<file path="config.mk">
export PLATFORM = sky130hd
export DESIGN_NAME = instr_loader_flat
export DESIGN_NICKNAME = d
export VERILOG_FILES = /design/src/rtl/loader_pkg.sv /design/src/rtl/instr_loader_if.sv /design/src/rtl/uart_rx_core.sv /design/src/rtl/instr_loader.sv /design/src/flat_wrapper.sv
export SDC_FILE = /design/constraint.sdc
export NUM_CORES = 1
export LEC_CHECK = 0
export BUFFER_PORTS_ARGS = -buffer_cell sky130_fd_sc_hd__buf_2
export CAP_MARGIN = 30
export CORE_ASPECT_RATIO = 1.5
export CORE_UTILIZATION = 58
export DETAILED_ROUTE_END_ITERATION = 7
export PLACE_DENSITY = 0.84
export SKIP_CTS_REPAIR_TIMING = 1
export SLEW_MARGIN = 20
export SYNTH_ARGS = -nofsm -noshare
export SYNTH_HDL_FRONTEND = slang
export SYNTH_SLANG_ARGS = --single-unit
export TNS_END_PERCENT = 1
</file>
<file path="constraint.sdc">
create_clock -name clk -period 4.2 [get_ports clk]
set_input_delay 0.42 -clock clk [delete_from_list [all_inputs] [get_ports clk]]
set_output_delay 0.42 -clock clk [all_outputs]
set_load 0.02 [all_outputs]
</file>
<file path="src/rtl/loader_pkg.sv">
// Shared types and bit-timing helper for the serial instruction loader.
package loader_pkg;

  typedef enum logic [1:0] {RX_IDLE, RX_START, RX_DATA, RX_STOP} rx_state_t;
  typedef enum logic [1:0] {L_IDLE, L_LOAD, L_DONE} ld_state_t;

  function automatic int clks_per_bit(input int clk_freq, input int baud);
    return clk_freq / baud;
  endfunction

endpackage

</file>
<file path="src/rtl/instr_loader_if.sv">
// Instruction-memory write port driven by the loader.
interface instr_loader_if #(
  parameter int ADDR_W = 8
);
  logic              we;
  logic [ADDR_W-1:0] waddr;
  logic [31:0]       wdata;

  modport master (output we, waddr, wdata);
  modport slave  (input  we, waddr, wdata);
endinterface

</file>
<file path="src/rtl/uart_rx_core.sv">
// 8N1 receiver: 2-flop input sync, mid-bit sampling, one-cycle byte/stop-error pulses.
module uart_rx_core
  import loader_pkg::*;
#(
  parameter int CLK_FREQ = 50_000_000,
  parameter int BAUD     = 115200
) (
  input  logic       clk,
  input  logic       rst,
  input  logic       rxd,
  output logic       byte_valid,
  output logic [7:0] byte_data,
  output logic       stop_err
);

  localparam int CPB  = clks_per_bit(CLK_FREQ, BAUD);
  localparam int HALF = CPB / 2;
  localparam int CW   = $clog2(CPB + 1);

  logic [1:0]    sync_q;
  rx_state_t     state_q, state_d;
  logic [CW-1:0] cnt_q, cnt_d;
  logic [2:0]    bit_q, bit_d;
  logic [7:0]    shift_q, shift_d;
  logic          valid_q, valid_d;
  logic          err_q, err_d;
  logic          rx_s;

  assign rx_s = sync_q[1];

  always_ff @(posedge clk or posedge rst) begin
    if (rst) begin
      sync_q  <= 2'b11;
      state_q <= RX_IDLE;
      cnt_q   <= '0;
      bit_q   <= '0;
      shift_q <= '0;
      valid_q <= 1'b0;
      err_q   <= 1'b0;
    end else begin
      sync_q  <= {sync_q[0], rxd};
      state_q <= state_d;
      cnt_q   <= cnt_d;
      bit_q   <= bit_d;
      shift_q <= shift_d;
      valid_q <= valid_d;
      err_q   <= err_d;
    end
  end

  always_comb begin
    state_d = state_q;
    cnt_d   = cnt_q + CW'(1);
    bit_d   = bit_q;
    shift_d = shift_q;
    valid_d = 1'b0;
    err_d   = 1'b0;
    case (state_q)
      RX_IDLE: begin
        cnt_d = '0;
        if (!rx_s) state_d = RX_START;
      end
      RX_START: if (cnt_q == CW'(HALF - 1)) begin
        // a start bit that is already high again at its centre is a glitch
        cnt_d   = '0;
        bit_d   = '0;
        state_d = rx_s ? RX_IDLE : RX_DATA;
      end
      RX_DATA: if (cnt_q == CW'(CPB - 1)) begin
        cnt_d   = '0;
        shift_d = {rx_s, shift_q[7:1]};
        bit_d   = bit_q + 3'd1;
        if (bit_q == 3'd7) state_d = RX_STOP;
      end
      RX_STOP: if (cnt_q == CW'(CPB - 1)) begin
        cnt_d   = '0;
        valid_d = rx_s;
        err_d   = !rx_s;
        state_d = RX_IDLE;
      end
      default: state_d = RX_IDLE;
    endcase
  end

  assign byte_valid = valid_q;
  assign byte_data  = shift_q;
  assign stop_err   = err_q;

endmodule

</file>
<file path="src/rtl/instr_loader.sv">
// Packs received bytes MSB-first into 32-bit words and writes N_WORDS of them
// to consecutive instruction-memory addresses after each start pulse.
module instr_loader
  import loader_pkg::*;
#(
  parameter int CLK_FREQ = 50_000_000,
  parameter int BAUD     = 115200,
  parameter int ADDR_W   = 8,
  parameter int N_WORDS  = 64
) (
  input  logic           clk,
  input  logic           rst,
  input  logic           rxd,
  input  logic           start,
  instr_loader_if.master mem,
  output logic           busy,
  output logic           done,
  output logic           frame_err
);

  localparam int WCW = ADDR_W + 1;

  logic       byte_valid;
  logic [7:0] byte_data;
  logic       stop_err;

  uart_rx_core #(
    .CLK_FREQ (CLK_FREQ),
    .BAUD     (BAUD)
  ) u_rx (
    .clk        (clk),
    .rst        (rst),
    .rxd        (rxd),
    .byte_valid (byte_valid),
    .byte_data  (byte_data),
    .stop_err   (stop_err)
  );

  ld_state_t         state_q, state_d;
  logic [1:0]        bcnt_q, bcnt_d;
  logic [ADDR_W-1:0] addr_q, addr_d;
  logic [WCW-1:0]    wcnt_q, wcnt_d;
  logic [31:0]       asm_q, asm_d;
  logic              we_q, we_d;
  logic [ADDR_W-1:0] waddr_q, waddr_d;
  logic [31:0]       wdata_q, wdata_d;
  logic              ferr_q, ferr_d;

  always_ff @(posedge clk or posedge rst) begin
    if (rst) begin
      state_q <= L_IDLE;
      bcnt_q  <= '0;
      addr_q  <= '0;
      wcnt_q  <= '0;
      asm_q   <= '0;
      we_q    <= 1'b0;
      waddr_q <= '0;
      wdata_q <= '0;
      ferr_q  <= 1'b0;
    end else begin
      state_q <= state_d;
      bcnt_q  <= bcnt_d;
      addr_q  <= addr_d;
      wcnt_q  <= wcnt_d;
      asm_q   <= asm_d;
      we_q    <= we_d;
      waddr_q <= waddr_d;
      wdata_q <= wdata_d;
      ferr_q  <= ferr_d;
    end
  end

  always_comb begin
    state_d = state_q;
    bcnt_d  = bcnt_q;
    addr_d  = addr_q;
    wcnt_d  = wcnt_q;
    asm_d   = asm_q;
    we_d    = 1'b0;
    waddr_d = waddr_q;
    wdata_d = wdata_q;
    ferr_d  = ferr_q;
    if (start) begin
      // start from any state (re)arms a load and drops any partial word
      state_d = L_LOAD;
      bcnt_d  = '0;
      addr_d  = '0;
      wcnt_d  = '0;
      asm_d   = '0;
      ferr_d  = 1'b0;
    end else if (state_q == L_LOAD) begin
      if (stop_err) ferr_d = 1'b1;
      if (byte_valid) begin
        asm_d  = {asm_q[23:0], byte_data};
        bcnt_d = bcnt_q + 2'd1;
        if (bcnt_q == 2'd3) begin
          we_d    = 1'b1;
          waddr_d = addr_q;
          wdata_d = {asm_q[23:0], byte_data};
          addr_d  = addr_q + ADDR_W'(1);
          wcnt_d  = wcnt_q + WCW'(1);
        end
      end
      // leave one cycle after the final strobe so done trails we
      if (we_q && wcnt_q == WCW'(N_WORDS)) state_d = L_DONE;
    end
  end

  assign mem.we    = we_q;
  assign mem.waddr = waddr_q;
  assign mem.wdata = wdata_q;
  assign busy      = (state_q == L_LOAD);
  assign done      = (state_q == L_DONE);
  assign frame_err = ferr_q;

endmodule

</file>
<file path="src/flat_wrapper.sv">
// flat-port wrapper written by rule: the top's interface ports become plain ports
module instr_loader_flat import loader_pkg::*;
#(
  parameter int CLK_FREQ = 50_000_000,
  parameter int BAUD     = 115200,
  parameter int ADDR_W   = 8,
  parameter int N_WORDS  = 64
)
  (clk, rst, rxd, start, busy, done, frame_err, mem_we, mem_waddr, mem_wdata);
  instr_loader_if #(.ADDR_W(ADDR_W)) mem_i ();
  input  logic clk;
  input  logic rst;
  input  logic rxd;
  input  logic start;
  output logic busy;
  output logic done;
  output logic frame_err;
  output wire logic [$bits(mem_i.we)-1:0] mem_we;
  output wire logic [$bits(mem_i.waddr)-1:0] mem_waddr;
  output wire logic [$bits(mem_i.wdata)-1:0] mem_wdata;
  assign mem_we = mem_i.we;
  assign mem_waddr = mem_i.waddr;
  assign mem_wdata = mem_i.wdata;
  instr_loader #(.CLK_FREQ(CLK_FREQ), .BAUD(BAUD), .ADDR_W(ADDR_W), .N_WORDS(N_WORDS)) u_core (.clk(clk), .rst(rst), .rxd(rxd), .start(start), .mem(mem_i), .busy(busy), .done(done), .frame_err(frame_err));
endmodule
</file>
==> metrics <==
Seq/Total Area, Yosys about three fifths; CTS H-tree lvls 4; Initial DRT Pass Iterations 4; Post-synth EDFFs 0; Worst Setup End Kind flop; Tcrit/Tclk final ~51%; TritonCTS clock tree done; MaxCap Viol Count 0; syn avg cell area 11.7 sq um; P_leak approximately 2.7 nW; Max stage delay on crit path 0.46 ns; YS warnings 0; synth unique cells 44; TNS Setup 0 ns; Core Region between 8000 and 9000 sq um; largest net degree at the start of global routing 56; Fin. Hold Viols 0; Yosys reg bits between 100 and 150; Fin Hold WS ~0.0044 ns; Slew headroom around 37%; critical path data arrival time 2.43 ns; Worst Skew 0.00875 ns; Worst Setup Path Type flop to flop; chip height around 110 um; I/O Pins 48; initial antenna violation count 0; synthesized net count roughly 430; CTS Sinks 113; power density over the cells roughly 450 nW/um^2; Via-to-Cell Ratio slightly below 6; Total Routing Usage GR ~25%; vias in the first global route roughly 3600; Critical Path, Cell by Cell ha_1 > nand4b_4 > nor2_4 > buf_12 > mux2_2; most frequent cells in the layout 111 x dfrtp_1, 64 x nand2_1, 50 x mux2_2; grt ovf 0; min setup slack post-route about 2.1 ns; hpwl dp 6.08 mm; DRT Wirelength about 9.7 mm; Hold Path Class input port to async pin; commonest non-fill, non-tap cell in the layout dfrtp_1; async set-or-reset flop fraction in the synthesized netlist 100%; RSZ-0062 raised after global routing false; Synth Cell Area 4820 sq um; RD Place Congestion approximately 0.81; nets approximately 480; wire per inst 16.8 um; Num CTS Buffers 17; Setup Slack @ Placement 2.11 ns; clock-pin slew on the worst setup and hold paths around 0.05 ns; worst-margin pin slew roughly 0.94 ns; via count between 3000 and 4000; DR iter-0 viols 240; crit path time final roughly 2.1 ns; Slew Limit Fails 0; # DRC 0; first-pass GRT wire length ~17 mm; DIE AREA just under 9000 sq um; Required @ worst endpoint 4.49 ns; Final Setup Violations 0; Crit-path slowest cell nor2_4; f_max 466 MHz; CTS Buffer Depth 2; Synth Instances 412; status completed; Buffers on Ports 47; starting density of the core approximately 60%; ant diodes 0; total chip power 2.58 mW; worst-path fanout max 30; most used flip-flop cell after synthesis dfrtp_1; Die X between 70 and 80 um; critical path startpoint category flop; Area Overhead vs Synth 19.5%; Row Count 40; Clock Latency Late Sink roughly 0.41 ns; layout cells sized above 1 28.5%; Detail Route Antenna Nets 0; Root Buffer clkbuf_16; Peak VDD IR around 0.45 mV
==> registers in the layout (all words and copies together), names as in the netlist, 3 cells and up, named ones only <==
name and cells:
u_core.addr_q 8, u_core.mem.waddr 8, u_core.u_rx.cnt_q 9, u_core.u_rx.byte_data 8, u_core.u_rx.bit_q 3, u_core.mem.wdata 32
u_core.asm_q 24, u_core.wcnt_q 9
==> per-stage QoR <==
| stage | instances | area [sq um] | util (%) |
|---|---|---|---|
| finish | 579 | 5760 | 71.9 |
| global route | 579 | 5760 | 71.9 |
| CTS | 579 | 5760 | 71.9 |
| detailed placement | 548 | 5160 | 64.4 |
| global placement | 546 | 5110 | 63.8 |
| floorplan | 412 | 4820 | - |
==> synth_stat cells, types with 4 or more instances <==
master / number / area, sq um
o31ai_1: 14 / 105
ha_1: 9 / 113
a22oi_1: 4 / 30.0
o21ai_0: 6 / 30.0
nor2b_1: 4 / 25.0
dfrtp_1: 111 / 2780
buf_2: 6 / 30.0
nor2_1: 8 / 30.0
nand3_1: 7 / 35.0
clkbuf_1: 10 / 37.5
mux2_2: 50 / 563
inv_1: 14 / 52.6
a21oi_1: 49 / 245
or4_1: 11 / 82.6
nand2_1: 64 / 240
or3_1: 4 / 25.0
nand4_1: 5 / 31.3
==> power by group <==
group          switching [mW]  internal, mW  total (mW)
combinational          0.0292       0.00526      0.0345
sequential           0.000839          1.09        1.09
clock                   0.461         0.989        1.45
==> cell families after synthesis <==
kind of cell | count (synthesis) | share of synthesized area [%]
and+or+nand+nor | 123 | 13.9
DFF | 113 | 58.8
AOI/OAI and AO/OA | 79 | 9.46
muxes | 50 | 11.7
buffers and inverters | 33 | 2.96
adders and majority gates | 9 | 2.34
xor gates and xnor gates | 5 | 0.909
==> layout make-up <==
type,instances,area (sq um)
clock buffer,26,499
multi-input combinational,266,1850
inverter,14,55.1
tap,105,131
timing repair buffer,50,290
clock inverter,5,100
fill,543,2250
sequential,113,2830
==> worst max-delay path, delay by kind of cell (launching register included) <==
family	cells	cell delay, ns
adders and majority gates	1	0.23
DFF	1	0.36
buffers and inverters	1	0.26
muxes	1	0.35
and+or+nand+nor	2	0.79
==> worst paths after layout <==
check                                           startpoint                                to  slack, ns  cells after the start
setup / recovery              u_core.bcnt_q[0]$_DFFE_PP0P_   u_core.mem.wdata[8]$_DFFE_PP0P_       2.06                      5
hold / removal                                         rst      u_core.wcnt_q[6]$_DFFE_PP0P_      0.004                      2
setup reg to reg              u_core.bcnt_q[0]$_DFFE_PP0P_   u_core.mem.wdata[8]$_DFFE_PP0P_       2.06                      5
hold reg to reg            u_core.u_rx.sync_q[0]$_DFF_PP1_   u_core.u_rx.sync_q[1]$_DFF_PP1_       0.35                      0
max in group asynchronous                              rst  u_core.mem.wdata[29]$_DFFE_PP0P_       3.48                      3
min in group clk                                       rxd   u_core.u_rx.sync_q[0]$_DFF_PP1_       0.11                      1
==> layer usage <==
layer | track usage (%) | vias up | wire length [um]
li1 | - | 1566 | -
met4 | 9.62 | 0 | 181
met3 | 7.76 | 20 | 410
met5 | 0 | - | 0
met1 | 28.5 | 1729 | 3840
met2 | 43.2 | 91 | 5300
Power figures use the tool's default switching activity.
